<file path="src/rtl/char_motion_ctrl.sv">
// Bounces the glyph block origin around the active area and cycles its colour on each bounce.
// Latency: outputs and frame_tick register on the edge that samples the last active pixel.
// No backpressure: step_req pulses are latched while paused, run_en is a level.
module char_motion_ctrl #(
  parameter int H_VALID   = 640,
  parameter int V_VALID   = 480,
  parameter int CHAR_W    = 256,
  parameter int CHAR_H    = 64,
  parameter int INIT_X    = 192,
  parameter int INIT_Y    = 208,
  parameter int STEP      = 2,
  parameter int FRAME_DIV = 1
) (
  input  logic        vga_clk,
  input  logic        sys_rst_n,
  input  logic [9:0]  pix_x,
  input  logic [9:0]  pix_y,
  input  logic        run_en,
  input  logic        step_req,
  output logic [9:0]  char_base_x,
  output logic [9:0]  char_base_y,
  output logic [15:0] fg_color,
  output logic        frame_tick,
  output logic [7:0]  bounce_cnt
);

  localparam logic [10:0] X_MAX_W  = 11'(H_VALID - CHAR_W);
  localparam logic [10:0] Y_MAX_W  = 11'(V_VALID - CHAR_H);
  localparam logic [10:0] STEP_W   = 11'(STEP);
  localparam logic [7:0]  DIV_LAST = 8'(FRAME_DIV - 1);
  localparam logic [9:0]  LAST_X   = 10'(H_VALID - 1);
  localparam logic [9:0]  LAST_Y   = 10'(V_VALID - 1);

  localparam logic [15:0] GOLDEN = 16'hFEC0;
  localparam logic [15:0] RED    = 16'hF800;
  localparam logic [15:0] GREEN  = 16'h07E0;
  localparam logic [15:0] BLUE   = 16'h001F;

  typedef enum logic {PAUSE, RUN} state_t;

  // One axis after a move: new position, direction (1 = right/down) and whether it hit an edge.
  typedef struct packed {
    logic [9:0] pos;
    logic       fwd;
    logic       hit;
  } axis_t;

  // Moves one axis by STEP, clamping to [0, lim] and reversing on contact.
  function automatic axis_t axis_step(input logic [9:0] pos, input logic fwd, input logic [10:0] lim);
    axis_t      r;
    logic [10:0] nxt;
    nxt   = {1'b0, pos} + STEP_W;
    r.pos = pos;
    r.fwd = fwd;
    r.hit = 1'b0;
    if (fwd) begin
      if (nxt >= lim) begin
        r.pos = lim[9:0];
        r.fwd = 1'b0;
        r.hit = 1'b1;
      end else begin
        r.pos = nxt[9:0];
      end
    end else begin
      if ({1'b0, pos} <= STEP_W) begin
        r.pos = '0;
        r.fwd = 1'b1;
        r.hit = 1'b1;
      end else begin
        r.pos = pos - STEP_W[9:0];
      end
    end
    return r;
  endfunction

  function automatic logic [15:0] next_color(input logic [15:0] c);
    logic [15:0] n;
    case (c)
      GOLDEN:  n = RED;
      RED:     n = GREEN;
      GREEN:   n = BLUE;
      default: n = GOLDEN;
    endcase
    return n;
  endfunction

  state_t     state, state_nxt;
  logic [7:0] div_cnt, div_cnt_nxt;
  logic       step_pend, step_pend_nxt;
  logic       do_update;
  logic       frame_evt;
  logic       dir_x, dir_y;
  axis_t      ax, ay;
  logic       bounce;

  assign frame_evt = (pix_x == LAST_X) && (pix_y == LAST_Y);
  assign ax        = axis_step(char_base_x, dir_x, X_MAX_W);
  assign ay        = axis_step(char_base_y, dir_y, Y_MAX_W);
  assign bounce    = ax.hit | ay.hit;

  // Mode, update pacing and step latch; mode changes and updates happen only on the frame event.
  always_comb begin
    state_nxt     = state;
    div_cnt_nxt   = div_cnt;
    step_pend_nxt = step_pend;
    do_update     = 1'b0;
    case (state)
      PAUSE: begin
        if (frame_evt) begin
          if (run_en) begin
            state_nxt     = RUN;
            step_pend_nxt = 1'b0;
          end else begin
            // A pulse landing on the event edge belongs to the next frame.
            do_update     = step_pend;
            step_pend_nxt = step_req;
          end
        end else begin
          step_pend_nxt = step_pend | step_req;
        end
      end
      RUN: begin
        step_pend_nxt = 1'b0;
        if (frame_evt) begin
          if (!run_en) begin
            state_nxt   = PAUSE;
            div_cnt_nxt = '0;
          end else if (div_cnt == DIV_LAST) begin
            do_update   = 1'b1;
            div_cnt_nxt = '0;
          end else begin
            div_cnt_nxt = div_cnt + 8'd1;
          end
        end
      end
      default: state_nxt = PAUSE;
    endcase
  end

  // Control state register.
  always_ff @(posedge vga_clk or negedge sys_rst_n) begin
    if (!sys_rst_n) begin
      state     <= PAUSE;
      div_cnt   <= '0;
      step_pend <= 1'b0;
    end else begin
      state     <= state_nxt;
      div_cnt   <= div_cnt_nxt;
      step_pend <= step_pend_nxt;
    end
  end

  // Origin, direction, colour and bounce count; a corner hit counts as a single bounce.
  always_ff @(posedge vga_clk or negedge sys_rst_n) begin
    if (!sys_rst_n) begin
      char_base_x <= 10'(INIT_X);
      char_base_y <= 10'(INIT_Y);
      dir_x       <= 1'b1;
      dir_y       <= 1'b1;
      fg_color    <= GOLDEN;
      bounce_cnt  <= '0;
      frame_tick  <= 1'b0;
    end else begin
      frame_tick <= frame_evt;
      if (do_update) begin
        char_base_x <= ax.pos;
        dir_x       <= ax.fwd;
        char_base_y <= ay.pos;
        dir_y       <= ay.fwd;
        if (bounce) begin
          bounce_cnt <= bounce_cnt + 8'd1;
          fg_color   <= next_color(fg_color);
        end
      end
    end
  end

endmodule

</file>
<file path="config.mk">
export PLATFORM = sky130hd
export DESIGN_NAME = char_motion_ctrl
export DESIGN_NICKNAME = d
export VERILOG_FILES = /design/src/rtl/char_motion_ctrl.sv
export SDC_FILE = /design/constraint.sdc
export NUM_CORES = 1
export LEC_CHECK = 0
export BUFFER_PORTS_ARGS = -buffer_cell sky130_fd_sc_hd__buf_4
export CORE_UTILIZATION = 55
export CTS_CLUSTER_DIAMETER = 100
export DETAILED_ROUTE_END_ITERATION = 16
export GPL_TIMING_DRIVEN = 0
export MAX_ROUTING_LAYER = met4
export PLACE_DENSITY_LB_ADDON = 0.15
export SYNTH_ARGS = -nofsm -noshare
export SYNTH_HDL_FRONTEND = slang
export SYNTH_SLANG_ARGS = --single-unit
</file>
<file path="constraint.sdc">
create_clock -name vga_clk -period 3.5 [get_ports vga_clk]
set_clock_uncertainty 0.2 [all_clocks]
set_input_delay 1.05 -clock vga_clk [delete_from_list [all_inputs] [get_ports vga_clk]]
set_output_delay 1.05 -clock vga_clk [all_outputs]
set_load 0.02 [all_outputs]
</file>
### Word level (Yosys, flattened, before mapping)

Cells that the tools add are included.

| word-level totals | value |
|---|---|
| word-level logic and storage cells | 58 |
| output and inout bits | 45 |
| bits in registers | 57 |
| input port bits | 24 |

| cells by class | value |
|---|---|
| multiplexer cells | 26 |
| add/sub/neg operators | 6 |
| bitwise operators | 3 |
| order comparisons | 4 |
| reduce and logical (&&, ||, !) cells | 4 |
| equality and inequality tests | 5 |

Operators by type and width:

| kind | number |
|---|---|
| $pmux W16 S3 | 1 |
| $mux W10 | 4 |
| $eq A16 B16 Y1 const B | 2 |
| $mux W12 | 2 |
| $add A10 B2 Y11 const B | 2 |
| $ge A11 B9 Y1 const B | 2 |
| $le A10 B2 Y1 const B | 2 |
| $sub A10 B2 Y10 const B | 2 |
| $add A8 B1 Y8 const B | 2 |
| $eq A16 B11 Y1 const B | 1 |
| $mux W8 | 2 |
| $eq A10 B10 Y1 const B | 1 |
| $eq A10 B9 Y1 const B | 1 |
| $mux W1 | 10 |
| $logic_not A8 Y1 | 1 |
| $mux W2 | 4 |
| $pmux W1 S2 | 3 |
| $reduce_and A2 Y1 | 2 |
| $or A1 B1 Y1 | 2 |
| $logic_and A1 B1 Y1 | 1 |
| $not A1 Y1 | 1 |

### Longest topological paths before layout

| depth | value |
|---|---|
| depth after elaboration | 6 |
| depth in mapped cells | 10 |

### Worst setup path before layout

OpenSTA, ideal clock, no wires.

| timing path | value |
|---|---|
| path type | input to register |
| start point | input port pix_x[8] |
| end point | register char_base_x[4] |
| slack | 0.787 ns |
| setup time | 0.121 ns |
| data required time | 3.179 ns |
| arrival time | 2.392 ns |
| stages | 7 |
| cells stage by stage | nand4b_1 nor3_1 and3_1 buf_2 o21ai_0 a21o_1 a22o_1 |

| on the way | value |
|---|---|
| longest elaborated chain between the ends | 4 |

Ends and longest elaborated chain:

| item | line | text |
|---|---|---|
| start: declaration | 16 | `input logic [9:0] pix_x,` |
| $eq A10 B10 Y1 (*) | 96 | `assign frame_evt = (pix_x == LAST_X) && (pix_y == LAST_Y);` |
| $logic_and A1 B1 Y1 (*) | 96 |  |
| $mux W1, on equally long branches | 124, 109 |  |
| $pmux W1 S2 (*) | 107 | `case (state)` |
| end signal: assignment | 156 | `char_base_x <= 10'(INIT_X);` |
| end signal: assignment | 166 | `char_base_x <= ax.pos;` |
| end: declaration | 20 | `output logic [9:0] char_base_x,` |

Every way passes the cells marked *; elsewhere a longest branch is shown, timed or not.
A chain may end at the register's enable or synchronous reset.

### Worst setup path in the final report

| timing path | value |
|---|---|
| start point | register char_base_y[2] |
| end point | register fg_color[4] |

| on the way | value |
|---|---|
| longest elaborated chain between the ends | 6 |

Ends and longest elaborated chain:

| item | line | text |
|---|---|---|
| start: declaration | 21 | `output logic [9:0] char_base_y,` |
| start signal: assignment | 157 | `char_base_y <= 10'(INIT_Y);` |
| start signal: assignment | 168 | `char_base_y <= ay.pos;` |
| $add A10 B2 Y11 | 52 | `nxt = {1'b0, pos} + STEP_W;` |
| $ge A11 B9 Y1 | 57 | `if (nxt >= lim) begin` |
| $mux W2 | 57 |  |
| $mux W12 (*) | 56 | `if (fwd) begin` |
| $or A1 B1 Y1 (*) | 99 | `assign bounce = ax.hit \| ay.hit;` |
| $reduce_and A2 Y1 (no source line) (*) | -- |  |
| end signal: assignment | 172 | `fg_color <= next_color(fg_color);` |
| end: declaration | 22 | `output logic [15:0] fg_color,` |

Marked as above.

==> impl_metrics.tcl <==
set metrics [dict create \
    status "finished, final reports clean" \
    slew_headroom 0.623 \
    cp.required_ps 3500 \
    final_max_slew_viol_count 0 \
    grt_max_degree 44 \
    ioPinCount 69 \
    yosys_warnings 0 \
    p_comb_frac 0.038 \
    grt_first_pass_wirelength_um 13100 \
    ys_async_sr_fraction 1.00 \
    dp_hpwl_um 5480 \
    viasPerCell 6.06 \
    crit_start "char_base_y[2]" \
    netlist_instances 357 \
    nets 464 \
    drv_cap 0 \
    path_clk_slew_ps 90 \
    cellPowerDensity_nw_per_um2 255 \
    yosysMostFrequentCell "dfrtp_1" \
    met1_usage 0.343 \
    grt-busiest-layer "met2" \
    cp_max_fo 10 \
    place_congestion 0.937 \
    synth_edf_count 0 \
    avgSynthCellArea_um2 8.58 \
    tns_ps 0 \
    register_area_um2 1090 \
    tightest_slew_ps 566 \
    drc_errors 0 \
    numCtsBuffers 5 \
    ys_seq_area_frac 0.355 \
    period_needed_ps 3030 \
    p_sw_mw 0.211 \
    hp-class "reg -> reg" \
    synthTopCellsByCount "dfrtp_1 (34), nor2_1 (32), o21ai_0 (30)" \
    multiInputGateArea_um2 1720 \
    wl_um 7870 \
    initialDrtViolationCount 218 \
    cts.sinks 43 \
    die-area_um2 5870 \
    core.rowCount 26 \
    p_int_mw 0.752 \
    htreeDepth 2 \
    grt_pass1_vias 2834 \
    ant_nets 0 \
    peakVddDrop_v 0.000205 \
    initial_core_util 0.585 \
    synth_top_area_cell "dfrtp_1" \
    finalHoldViolCount 0 \
    routedWlPerCell_um 15.7 \
    met2_usage 0.473 \
    setup_viol 0 \
    ys_types 66 \
    dpl_cell_area_um2 3650 \
    coreArea_um2 5240 \
    worstReg2RegStart "char_base_y[2]" \
    worst_ep_arrival_time_ps 3030 \
    fillers 416 \
    p_seq_frac 0.516 \
    ctsRootBufferMaster "clkbuf_8" \
    ys_seq_elements 43 \
    power_mw 0.963 \
    swShare 0.219 \
    synth_area_leaders "dfrtp_1 (28%), dfstp_2 (7.7%), o21ai_0 (4.9%)" \
    worstHoldStart "bounce_cnt[7]" \
    synth_ff_type "dfrtp_1" \
    area_growth_pct 23.1 \
    finalCritPeriodShare 0.867 \
    num_vias 3043 \
    p_leak_nw 1.71 \
    clk_latency_ps 310 \
    cts_hold_buffers 0 \
    cp-start-kind "register" \
    critPathKind "reg -> reg" \
    final_util 0.720 \
    firstDrtPassIters 4 \
    rsz0062_at_grt "no" \
    syn-cell-area_um2 3060 \
    post_cts_resized 0 \
    post-cts-setup-buffer-count 0 \
    fin_area_um2 3770 \
    synth_top_area_share 0.278 \
    antenna_found_initial 0 \
    hold_slack_ps 281 \
    fp.dieH_um 76.6 \
    drive_gt1_frac 0.287 \
    portBuffers 66 \
    die_width_um 76.6 \
    cts_tree "yes" \
    num_antenna_cells 0 \
    grt.met3_usage 0.0455 \
    grt-ovfl-total 0 \
    fmax_mhz 330 \
    cts_buffer_depth 2 \
    grt_util_all_layers 0.284 \
    endpoint_kind "register" \
    clkPwrFrac 0.446 \
]
## routing by layer
metal,vias up,wire length (µm),share of wire
li1,1436,-,-
met1,1438,3240,0.41
met2,149,3910,0.50
met3,20,534,0.068
met4,0,188,0.024
met5,-,0,0
## layout make-up
cell class,count,share of cell area
clock inverter,2,0.0103
buffer,32,0.0514
inverter,18,0.0179
timing repair buffer,66,0.131
clock buffer,6,0.0219
tap,70,0.0232
multi-input combinational,265,0.456
sequential,43,0.288
## power groups by stage
stage / clock network [mW] / registers, mW / logic [mW]
CTS: 0.427 / 0.497 / 0.0376
global placement: 0 / 0.506 / 0.0364
detailed placement: 0 / 0.506 / 0.0374
finish: 0.429 / 0.497 / 0.0366
floorplan: 0 / 0.506 / 0.00666
global route: 0.446 / 0.497 / 0.0407
## layout by cell type, fill, tap and decap left out, types with 11 or more instances in the layout
cell / Yosys / layout
inv_1: 18 / 18
nor2_1: 32 / 32
nor3_1: 13 / 13
o21ai_0: 30 / 30
a21oi_1: 14 / 14
buf_4: 14 / 80
nand2_1: 26 / 26
dfrtp_1: 34 / 34
nand3_1: 15 / 15
clkbuf_1: 11 / 11
## critical path, stage by stage (launching register included)
cell and delay [ps]:
dfrtp_1 400, clkbuf_1 390, inv_1 150, ha_1 200
o21bai_1 160, nand4_1 170, and2_1 150, clkbuf_1 340
a21oi_4 120, o21ai_4 260, mux2_2 370
## cell families after synthesis
logic type / Yosys count / share of synthesized area
multiplexers: 7 / 0.0249
buffers and inverters: 50 / 0.0853
flip-flops: 43 / 0.355
other: 1 / 0.00122
AND/OR/NAND/NOR: 131 / 0.220
XOR/XNOR: 8 / 0.0229
adder cells (fa/ha/maj): 9 / 0.0368
AO/OA/AOI/OAI: 108 / 0.254
## per-stage QoR
step / setup slack, ps / instances
3_3_place_gp: 216 / 494
3_5_place_dp: 248 / 494
5_1_grt: 263 / 502
2_1_floorplan: 787 / 358
4_1_cts: 494 / 502
6_report: 467 / 502
## flip-flops by register name (all words and copies together) (netlist names)
name and count:
char_base_x 9, char_base_y 9, bounce_cnt 8, div_cnt 8, fg_color 4, dir_x 1
dir_y 1, frame_tick 1, state 1, step_pend 1
## path summary, 6_finish.rpt
path	to	slack [ps]	cells after the start
setup reg to reg	fg_color[4]	470	10
hold reg to reg	bounce_cnt[7]	280	1
setup / recovery	fg_color[4]	470	10
hold / removal	bounce_cnt[7]	280	1
min in group asynchronous	frame_tick	530	1
max in group asynchronous	char_base_y[4]	2190	1
Power figures use the tool's default switching activity.
